==> config.mk <==
export PLATFORM = sky130hd
export DESIGN_NAME = ahbl_master_ctrl_flat
export DESIGN_NICKNAME = d
export VERILOG_FILES = /design/src/rtl/ahbl_pkg.sv /design/src/rtl/ahbl_master_ctrl_if.sv /design/src/rtl/ahbl_lane.sv /design/src/rtl/ahbl_master_ctrl.sv /design/src/flat_wrapper.sv
export SDC_FILE = /design/constraint.sdc
export NUM_CORES = 1
export LEC_CHECK = 0
export ABC_AREA = 1
export ABC_CLOCK_PERIOD_IN_PS = 2640
export BUFFER_PORTS_ARGS = -buffer_cell sky130_fd_sc_hd__buf_4
export CAP_MARGIN = 20
export CORE_MARGIN = 2
export CORE_UTILIZATION = 50
export DETAILED_ROUTE_END_ITERATION = 10
export HOLD_SLACK_MARGIN = 0.1
export PLACE_DENSITY = 0.78
export SYNTH_ARGS = -nofsm -noshare
export SYNTH_HDL_FRONTEND = slang
export SYNTH_HIERARCHICAL = 1
export SYNTH_SLANG_ARGS = --single-unit
export TNS_END_PERCENT = 30
==> constraint.sdc <==
create_clock -name HCLK -period 2.64 [get_ports HCLK]
set_input_delay 0.396 -clock HCLK [delete_from_list [all_inputs] [get_ports HCLK]]
set_output_delay 0.396 -clock HCLK [all_outputs]
set_load 0.03 [all_outputs]
==> src/rtl/ahbl_pkg.sv <==
// ---------------------------------------------------------------------------
// ahbl_pkg
// Shared definitions for the AHB-Lite single-transfer master controller:
//   - HTRANS encodings used by the master (IDLE / NONSEQ)
//   - HSIZE codes (byte / half / word / dword)
//   - per-stage control record shared by the address (A) and data (D) stages
//   - helper that returns the low-address alignment mask for a size code
// ---------------------------------------------------------------------------
package ahbl_pkg;

    localparam logic [1:0] HTRANS_IDLE   = 2'b00;
    localparam logic [1:0] HTRANS_NONSEQ = 2'b10;

    localparam logic [2:0] HSIZE_BYTE  = 3'd0;
    localparam logic [2:0] HSIZE_HALF  = 3'd1;
    localparam logic [2:0] HSIZE_WORD  = 3'd2;
    localparam logic [2:0] HSIZE_DWORD = 3'd3;

    // Control part of a pipeline stage. The address and write-data fields
    // depend on the AW/DW parameters, so the full stage record is composed
    // from this type inside the controller.
    typedef struct packed {
        logic       valid;
        logic       write;
        logic [2:0] size;
    } stage_ctl_t;

    // Mask applied to addr[2:0] so the address is aligned down to the size.
    function automatic logic [2:0] size_low_mask(input logic [2:0] size);
        logic [2:0] mask;
        case (size)
            HSIZE_BYTE: mask = 3'b111;
            HSIZE_HALF: mask = 3'b110;
            HSIZE_WORD: mask = 3'b100;
            default:    mask = 3'b000;
        endcase
        return mask;
    endfunction

endpackage

==> src/rtl/ahbl_master_ctrl_if.sv <==
// ---------------------------------------------------------------------------
// ahbl_master_ctrl_if
// Bundles the command/response handshake and the AHB-Lite bus signals of
// the master controller.
//   master : controller view (drives cmd_ready, rsp_*, HADDR/HTRANS/HSIZE/
//            HWRITE/HWDATA; samples cmd_*, HREADY/HRDATA/HRESP)
//   slave  : environment view (the opposite directions)
// ---------------------------------------------------------------------------
interface ahbl_master_ctrl_if #(
    parameter int AW = 32,
    parameter int DW = 32
) ();

    // command side
    logic          cmd_valid;
    logic          cmd_ready;
    logic [AW-1:0] cmd_addr;
    logic          cmd_write;
    logic [2:0]    cmd_size;
    logic [DW-1:0] cmd_wdata;

    // response side
    logic          rsp_valid;
    logic          rsp_write;
    logic          rsp_err;
    logic [DW-1:0] rsp_rdata;

    // AHB-Lite
    logic [AW-1:0] HADDR;
    logic [1:0]    HTRANS;
    logic [2:0]    HSIZE;
    logic          HWRITE;
    logic [DW-1:0] HWDATA;
    logic          HREADY;
    logic [DW-1:0] HRDATA;
    logic          HRESP;

    modport master (
        input  cmd_valid, cmd_addr, cmd_write, cmd_size, cmd_wdata,
        output cmd_ready,
        output rsp_valid, rsp_write, rsp_err, rsp_rdata,
        output HADDR, HTRANS, HSIZE, HWRITE, HWDATA,
        input  HREADY, HRDATA, HRESP
    );

    modport slave (
        output cmd_valid, cmd_addr, cmd_write, cmd_size, cmd_wdata,
        input  cmd_ready,
        input  rsp_valid, rsp_write, rsp_err, rsp_rdata,
        input  HADDR, HTRANS, HSIZE, HWRITE, HWDATA,
        output HREADY, HRDATA, HRESP
    );

endinterface

==> src/rtl/ahbl_lane.sv <==
// ---------------------------------------------------------------------------
// ahbl_lane
// Combinational byte-lane steering for a DW-bit AHB data bus.
//   EXTRACT = 0 : replicate the low (1<<size) bytes of din across all lanes
//   EXTRACT = 1 : shift din right by offset bytes and keep only the low
//                 (1<<size) bytes (little-endian read extraction)
// Ports: size (HSIZE code), offset (address low bits), din, dout.
// Size codes above the bus width are treated as full bus width.
// ---------------------------------------------------------------------------
module ahbl_lane
    import ahbl_pkg::*;
#(
    parameter int DW      = 32,
    parameter bit EXTRACT = 1'b0
) (
    input  logic [2:0]                size,
    input  logic [$clog2(DW/8)-1:0]   offset,
    input  logic [DW-1:0]             din,
    output logic [DW-1:0]             dout
);

    localparam int NB = DW / 8;
    localparam int OW = $clog2(NB);

    logic [3:0]    nbytes_s;
    logic [OW-1:0] lane_mask_s;
    logic [DW-1:0] shifted_s;

    // Number of active bytes for the size code, clamped to the bus width.
    always_comb begin
        nbytes_s = 4'(NB);
        case (size)
            HSIZE_BYTE: nbytes_s = 4'd1;
            HSIZE_HALF: nbytes_s = 4'd2;
            HSIZE_WORD: nbytes_s = 4'd4;
            default:    nbytes_s = 4'(NB);
        endcase
    end

    assign lane_mask_s = OW'(nbytes_s - 4'd1);
    assign shifted_s   = din >> {offset, 3'b000};

    // Lane steering: each output byte picks its source byte.
    always_comb begin
        dout = '0;
        for (int i = 0; i < NB; i++) begin
            if (EXTRACT) begin
                if (4'(i) < nbytes_s) begin
                    dout[i*8 +: 8] = shifted_s[i*8 +: 8];
                end else begin
                    dout[i*8 +: 8] = 8'h00;
                end
            end else begin
                // byte i repeats source byte (i mod nbytes)
                dout[i*8 +: 8] = din[{(OW'(i) & lane_mask_s), 3'b000} +: 8];
            end
        end
    end

endmodule

==> src/rtl/ahbl_master_ctrl.sv <==
// ---------------------------------------------------------------------------
// ahbl_master_ctrl
// AHB-Lite master issuing SINGLE transfers from a valid/ready command port,
// with a two-stage pipeline: A (address phase) and D (data phase).
// Ports:
//   HCLK    : clock, all state changes on the rising edge
//   HRESETn : asynchronous active-low reset
//   bus     : ahbl_master_ctrl_if.master (cmd_*, rsp_*, AHB-Lite signals)
// Responses come back in command order, one per accepted command. A
// two-cycle ERROR response forces IDLE in its second cycle and the command
// waiting in A is re-issued once the error completes.
// ---------------------------------------------------------------------------
module ahbl_master_ctrl
    import ahbl_pkg::*;
#(
    parameter int AW = 32,
    parameter int DW = 32
) (
    input  logic               HCLK,
    input  logic               HRESETn,
    ahbl_master_ctrl_if.master bus
);

    localparam int OW = $clog2(DW / 8);

    typedef struct packed {
        stage_ctl_t    ctl;
        logic [AW-1:0] addr;
        logic [DW-1:0] wdata;
    } stage_t;

    stage_t        a_r, d_r;
    stage_t        a_next_s, d_next_s;
    logic          err_hold_r, err_next_s;
    logic [1:0]    htrans_r;
    logic          rsp_valid_r, rsp_write_r, rsp_err_r;
    logic [DW-1:0] rsp_rdata_r;

    logic          cmd_ready_s, accept_s, issue_s, d_done_s;
    logic [AW-1:0] cmd_addr_al_s;
    logic [DW-1:0] hwdata_s, rdata_lane_s;

    // While err_hold is set the A command is frozen, so no new command fits.
    assign cmd_ready_s   = !a_r.ctl.valid | (bus.HREADY & !err_hold_r);
    assign accept_s      = bus.cmd_valid & cmd_ready_s;
    assign issue_s       = bus.HREADY & a_r.ctl.valid & !err_hold_r;
    assign d_done_s      = bus.HREADY & d_r.ctl.valid;
    assign cmd_addr_al_s = {bus.cmd_addr[AW-1:3],
                            bus.cmd_addr[2:0] & size_low_mask(bus.cmd_size)};

    // Next-state of both pipeline stages and the error-hold flag.
    always_comb begin
        a_next_s   = a_r;
        d_next_s   = d_r;
        err_next_s = err_hold_r;

        if (accept_s) begin
            a_next_s.ctl.valid = 1'b1;
            a_next_s.ctl.write = bus.cmd_write;
            a_next_s.ctl.size  = bus.cmd_size;
            a_next_s.addr      = cmd_addr_al_s;
            a_next_s.wdata     = bus.cmd_wdata;
        end else if (issue_s) begin
            a_next_s.ctl.valid = 1'b0;
        end else begin
            a_next_s = a_r;
        end

        if (issue_s) begin
            d_next_s = a_r;
        end else if (d_done_s) begin
            d_next_s.ctl.valid = 1'b0;
        end else begin
            d_next_s = d_r;
        end

        // err_hold marks the second cycle of a two-cycle ERROR response.
        if (err_hold_r) begin
            err_next_s = !bus.HREADY;
        end else begin
            err_next_s = d_r.ctl.valid & bus.HRESP & !bus.HREADY;
        end
    end

    // Pipeline, error-hold and registered bus/response outputs.
    always_ff @(posedge HCLK or negedge HRESETn) begin
        if (!HRESETn) begin
            a_r         <= '0;
            d_r         <= '0;
            err_hold_r  <= 1'b0;
            htrans_r    <= HTRANS_IDLE;
            rsp_valid_r <= 1'b0;
            rsp_write_r <= 1'b0;
            rsp_err_r   <= 1'b0;
            rsp_rdata_r <= '0;
        end else begin
            a_r         <= a_next_s;
            d_r         <= d_next_s;
            err_hold_r  <= err_next_s;
            htrans_r    <= (a_next_s.ctl.valid & !err_next_s) ? HTRANS_NONSEQ : HTRANS_IDLE;
            rsp_valid_r <= d_done_s;
            rsp_write_r <= d_done_s & d_r.ctl.write;
            rsp_err_r   <= d_done_s & bus.HRESP;
            rsp_rdata_r <= (d_done_s & !d_r.ctl.write & !bus.HRESP) ? rdata_lane_s : '0;
        end
    end

    ahbl_lane #(.DW(DW), .EXTRACT(1'b0)) u_wlane (
        .size   (d_r.ctl.size),
        .offset (d_r.addr[OW-1:0]),
        .din    (d_r.wdata),
        .dout   (hwdata_s)
    );

    ahbl_lane #(.DW(DW), .EXTRACT(1'b1)) u_rlane (
        .size   (d_r.ctl.size),
        .offset (d_r.addr[OW-1:0]),
        .din    (bus.HRDATA),
        .dout   (rdata_lane_s)
    );

    assign bus.cmd_ready = cmd_ready_s;
    assign bus.HADDR     = a_r.addr;
    assign bus.HSIZE     = a_r.ctl.size;
    assign bus.HWRITE    = a_r.ctl.write;
    assign bus.HTRANS    = htrans_r;
    assign bus.HWDATA    = hwdata_s;
    assign bus.rsp_valid = rsp_valid_r;
    assign bus.rsp_write = rsp_write_r;
    assign bus.rsp_err   = rsp_err_r;
    assign bus.rsp_rdata = rsp_rdata_r;

endmodule

==> src/flat_wrapper.sv <==
// flat-port wrapper written by rule: the top's interface ports become plain ports
module ahbl_master_ctrl_flat import ahbl_pkg::*;
#(
    parameter int AW = 32,
    parameter int DW = 32
)
  (HCLK, HRESETn, bus_cmd_valid, bus_cmd_addr, bus_cmd_write, bus_cmd_size, bus_cmd_wdata, bus_cmd_ready, bus_rsp_valid, bus_rsp_write, bus_rsp_err, bus_rsp_rdata, bus_HADDR, bus_HTRANS, bus_HSIZE, bus_HWRITE, bus_HWDATA, bus_HREADY, bus_HRDATA, bus_HRESP);
  ahbl_master_ctrl_if #(.AW(AW), .DW(DW)) bus_i ();
  input  logic HCLK;
  input  logic HRESETn;
  input wire logic [$bits(bus_i.cmd_valid)-1:0] bus_cmd_valid;
  input wire logic [$bits(bus_i.cmd_addr)-1:0] bus_cmd_addr;
  input wire logic [$bits(bus_i.cmd_write)-1:0] bus_cmd_write;
  input wire logic [$bits(bus_i.cmd_size)-1:0] bus_cmd_size;
  input wire logic [$bits(bus_i.cmd_wdata)-1:0] bus_cmd_wdata;
  output wire logic [$bits(bus_i.cmd_ready)-1:0] bus_cmd_ready;
  output wire logic [$bits(bus_i.rsp_valid)-1:0] bus_rsp_valid;
  output wire logic [$bits(bus_i.rsp_write)-1:0] bus_rsp_write;
  output wire logic [$bits(bus_i.rsp_err)-1:0] bus_rsp_err;
  output wire logic [$bits(bus_i.rsp_rdata)-1:0] bus_rsp_rdata;
  output wire logic [$bits(bus_i.HADDR)-1:0] bus_HADDR;
  output wire logic [$bits(bus_i.HTRANS)-1:0] bus_HTRANS;
  output wire logic [$bits(bus_i.HSIZE)-1:0] bus_HSIZE;
  output wire logic [$bits(bus_i.HWRITE)-1:0] bus_HWRITE;
  output wire logic [$bits(bus_i.HWDATA)-1:0] bus_HWDATA;
  input wire logic [$bits(bus_i.HREADY)-1:0] bus_HREADY;
  input wire logic [$bits(bus_i.HRDATA)-1:0] bus_HRDATA;
  input wire logic [$bits(bus_i.HRESP)-1:0] bus_HRESP;
  assign bus_i.cmd_valid = bus_cmd_valid;
  assign bus_i.cmd_addr = bus_cmd_addr;
  assign bus_i.cmd_write = bus_cmd_write;
  assign bus_i.cmd_size = bus_cmd_size;
  assign bus_i.cmd_wdata = bus_cmd_wdata;
  assign bus_cmd_ready = bus_i.cmd_ready;
  assign bus_rsp_valid = bus_i.rsp_valid;
  assign bus_rsp_write = bus_i.rsp_write;
  assign bus_rsp_err = bus_i.rsp_err;
  assign bus_rsp_rdata = bus_i.rsp_rdata;
  assign bus_HADDR = bus_i.HADDR;
  assign bus_HTRANS = bus_i.HTRANS;
  assign bus_HSIZE = bus_i.HSIZE;
  assign bus_HWRITE = bus_i.HWRITE;
  assign bus_HWDATA = bus_i.HWDATA;
  assign bus_i.HREADY = bus_HREADY;
  assign bus_i.HRDATA = bus_HRDATA;
  assign bus_i.HRESP = bus_HRESP;
  ahbl_master_ctrl #(.AW(AW), .DW(DW)) u_core (.HCLK(HCLK), .HRESETn(HRESETn), .bus(bus_i));
endmodule
* Word-level counts from Yosys, hierarchy flattened *
Index checks and enable logic that the tools add are counted.

operators by class
  add/sub/neg operators = 1
  $mul = 0
  div/mod/pow operators = 0
  order comparisons = 4
  equality and inequality tests = 3
  shift operators = 4
  multiplexer cells = 13
  bitwise logic cells = 14
  reduce and logical (&&, ||, !) cells = 9

operator list
  kind                                                                 count
  69-bit 2-to-1 mux                                                    2
  32-bit by 6-bit variable part select with 8-bit output               2
  32-bit 2-to-1 mux                                                    1
  8-bit 2-to-1 mux                                                     4
  32-bit by 5-bit variable part select with 8-bit output               1
  32-bit by 5-bit right shift with 32-bit output                       1
  1-bit bitwise AND                                                    12
  3-bit one-hot mux with 3 select lines                                1
  3-bit by 1-bit == test with 1-bit output, second input constant      2
  1-bit logical NOT                                                    6
  3-bit logical NOT                                                    2
  1-bit by 3-bit < comparator with 1-bit output, first input constant  2
  2-bit by 3-bit < comparator with 1-bit output, first input constant  2
  3-bit one-hot mux with 2 select lines                                1
  3-bit bitwise AND                                                    1
  3-bit by 2-bit == test with 1-bit output, second input constant      1
  1-bit 2-to-1 mux                                                     3
  2-bit 2-to-1 mux                                                     1
  2-bit nonzero test                                                   1
  2-bit by 1-bit subtractor with 2-bit output, second input constant   1
  1-bit OR                                                             1

word-level totals
  bits in registers = 176
  bits in latches = 0
  RAM bits = 0
  memory bits (read-only) = 0
  input port bits = 105
  output and inout bits = 106
  logic and storage cells = 64
  memories kept = 0

* Logic depth before layout (Yosys ltp) *
  word-level depth = 7
  mapped depth = 9

* Hierarchy *
The synthesis kept the hierarchy.

modules (own cells, without submodules)
  module                       instances  cells each  area an instance (um2)  sequential area each (um2)
  ahbl_master_ctrl             1          629         5770.5                  3628.5
  ahbl_lane at u_core.u_rlane  1          179         809.5                   0.0
  ahbl_lane at u_core.u_wlane  1          95          479.2                   0.0

* Worst setup path before layout *
OpenSTA, ideal clock, no wires.

  kind = flip-flop to output port
  from = register u_core/d_r[66] in the netlist's numbering
  to = output port bus_HWDATA[16]
  arrival = 1.303 ns
  slack = 0.941 ns
  stages on the path, launching flop included = 5
  cell sequence = dfrtp_1 > nor2_4 > inv_2 > buf_6 > o21ai_1

on the way
  cells in the longest elaborated chain, start to end = 4
  elaborated cells between the ends (all ways) = 5
  those cells by class = add/sub: 1; eq/ne: 1; shift: 1; mux: 1; reduce/logical: 1

RTL lines
  what                                                                                  RTL line                text
  start: declaration                                                                    ahbl_master_ctrl.sv:32  stage_t a_r, d_r;
  start signal: assignment                                                              ahbl_master_ctrl.sv:98  d_r <= d_next_s;
  3-bit by 1-bit == test with 1-bit output / 3-bit logical NOT (equally long branches)  ahbl_lane.sv:32         case (size)
  3-bit one-hot mux with 2 select lines *                                               ahbl_lane.sv:32
  2-bit by 1-bit subtractor with 2-bit output *                                         ahbl_lane.sv:40         assign lane_mask_s = OW'(nbytes_s - 4'd1);
  32-bit by 6-bit variable part select with 8-bit output *                              ahbl_lane.sv:55         dout[i*8 +: 8] = din[{(OW'(i) & lane_mask_s), 3'b000} +: 8];
  end: declaration                                                                      flat_wrapper.sv:25      output wire logic [$bits(bus_i.HWDATA)-1:0] bus_HWDATA;

Mark *: on every way between the ends. The rest lies on a longest branch, timed or not.

* Worst setup path in the final report *
  from = register u_core/d_r[66] in the netlist's numbering
  to = output port bus_HWDATA[17]

The elaborated chain is that of the path after synthesis.

==> reports/results.ini <==
[run_status]
status=completed

[die]
die_y_um=123
initial_core_util_pct=51.1
die_area_sq_um=15100
rows=43
die_w_um=123
ioPinCount=211
core-area_sq_um=13800

[detailed_routing]
wl_per_cell_um=13.9
via_per_inst=4.87
num_vias=6050
drt_pre_antenna_iters=5
ant_nets=0
drt_iter0_drc=439
totalWireLength_um=17300
post-route-drc-count=0

[critical_path]
crit_chain=nor2_4 -> inv_2 -> o21ai_1 -> buf_4
worstSetupStartpointType=flop
cp_data_required_time_ns=2.24
slowest_stage=dfrtp_1
cp_top_family=buffers and inverters
max_stage_delay_ns=0.43
worstPathArrival_ns=1.93
crit_buf_inv=2
crit_fanout=24
crit_path_end_kind=output pin
crit_type=flop to output pin

[layout]
syn2layout_area_growth_pct=26.1
fin_util_pct=64.4
layout.nets=1159
antennaDiodeCount=0
drive_gt1_share_pct=24.9

[clocking]
clockBufferDepth=2
cts_tree=yes
clkTransAtPathRegs_ns=0.06
cts.sinks=145
h-tree-depth=4
numCtsBuffers=17
cts_root_buffer=clkbuf_16
clk-insertion-delay-late_ns=0.41

[power]
power_density_nw_per_um2=870
irDropWorstVdd_v=0.000432
leakagePower_uw=0.00504

[timing]
drv_slew=0
tightest_slew_ns=0.935
max_freq_mhz=430
setup_tns_ns=0
setup-violations-final=0
slew_headroom_pct=37.7
final_hold_viol_count=0
fin_crit_sh_pct=88.1
fin_crit_ns=2.33
finClkSkew_ns=0.00464
rsz0062_at_grt=false

[yosys]
ys_warn_count=6
synth_cell_types=23
synth_seq_cells=145
syn-num-nets=1011
syn_avg_cell_area_sq_um=7.82
synth_area_sq_um=7060
ys_seq_area_share_pct=51.4
syn_inst=903

[global_routing]
grt_pass1_wl_um=27400
antenna_found_initial=0
grt_pass1_vias=5651
grtUsageTotal_pct=23.7
overflow=0
grt_max_degree=78

[place]
io_buffers=209
dp_hpwl_um=11900
place.gp.congestion=0.857

[job]
maxCapViolCount=0

[hold_path]
hp-class=input pin to flop

per-layer routing:
metal / global-route usage, % / routed length (um) / vias up
met1: 30.8 / 7290 / 2801
met2: 37.7 / 8210 / 233
met4: 8.41 / 363 / 0
met3: 7.02 / 1380 / 32
li1: - / - / 2984
met5: 0 / 0 / -
power by group:
group          internal, uW  switching [uW]
Combinational           925            1730
Clock                  1440             854
Sequential             2570             230
metrics by stage:
step	instances	power, uW	hold WS [ns]	setup slack, ns	cell area (sq um)
2_1_floorplan	903	4730	0.100	0.941	7060
3_3_place_gp	1211	5420	0.386	0.819	8320
3_5_place_dp	1211	5470	0.390	0.752	8320
4_1_cts	1243	7800	0.189	0.301	8900
5_1_grt	1243	8190	0.201	0.176	8900
6_report	1243	7740	0.210	0.315	8900
cell families after synthesis:
logic type / count (synthesis) / share of synthesized area [%]
AND/OR/NAND/NOR: 501 / 29.2
buffers and inverters: 197 / 14.7
flip-flops: 145 / 51.4
AO/OA/AOI/OAI: 56 / 4.17
adder cells (fa/ha/maj): 3 / 0.532
other: 1 / 0.0531
repair_timing:
item,in CTS,in global routing
hold buffers,1,0
resized for setup,0,0
endpoints found under the hold margin,52,0
setup buffers,0,0
synthesized netlist by cell type (all sizes together):
cell type	instances	area [sq um]
or2	2	12.5
nand2	316	1210
inv	105	399
o21ai	46	230
conb	1	3.75
clkbuf	9	33.8
ha	3	37.5
nand3	94	480
dfrtp	145	3630
and2	8	50.1
nor2	81	312
a21oi	9	56.3
buf	83	602
a21o	1	7.51
cell type report:
class	instances	area, sq um
fill	1198	4920
sequential	145	3630
multi-input combinational	561	2400
timing repair buffer	221	1680
clock buffer	27	523
inverter	105	399
tap	180	225
clock inverter	4	47.5
path summary, 6_finish.rpt:
path | startpoint | endpoint | slack (ns) | cells after the start
hold reg to reg | u_core/a_r[1] | u_core/a_r[1] | 0.47 | 2
hold / removal | bus_HREADY | u_core/d_r[68] | 0.21 | 2
max in group asynchronous | HRESETn | u_core/bus.rsp_rdata[5] | 1.45 | 3
min in group asynchronous | HRESETn | u_core/bus.HADDR[21] | 0.51 | 2
setup reg to reg | u_core/d_r[32] | u_core/bus.rsp_rdata[1] | 0.83 | 7
setup / recovery | u_core/d_r[66] | bus_HWDATA[17] | 0.31 | 4
worst reg2reg max path, stage by stage, from the launching register on:
cell and delay [ns]:
dfrtp_1 0.95, inv_6 0.26, nand2_2 0.15, nand3_1 0.08, nand2_1 0.10, nor2_1 0.06
inv_1 0.05, nor2_1 0.04
registers in the layout, summed over array words and instances (netlist names):
| signal | count |
|---|---|
| u_core/bus.HTRANS | 1 |
| u_core/bus.HADDR | 32 |
| u_core/bus.rsp_rdata | 32 |
| u_core/bus.rsp_err | 1 |
| u_core/err_hold_r | 1 |
| u_core/bus.HWRITE | 1 |
| u_core/bus.rsp_write | 1 |
| u_core/bus.rsp_valid | 1 |
| u_core/d_r | 39 |
| u_core/a_r | 33 |
| u_core/bus.HSIZE | 3 |
layout by cell type, fill, tap and decap left out, types with 2 or more instances in the layout:
master / n
o21ai_0: 38
nand2_2: 8
nand2_1: 308
nand3_2: 3
o21ai_1: 8
dfrtp_1: 145
ha_1: 3
nand3_1: 91
inv_2: 2
or2_1: 2
nor2_1: 80
clkinv_2: 2
clkbuf_8: 6
clkbuf_16: 17
buf_4: 218
a21oi_2: 3
clkbuf_1: 4
and2_1: 8
a21oi_1: 6
inv_1: 102
Note: power is estimated with default switching activity, not from simulation.
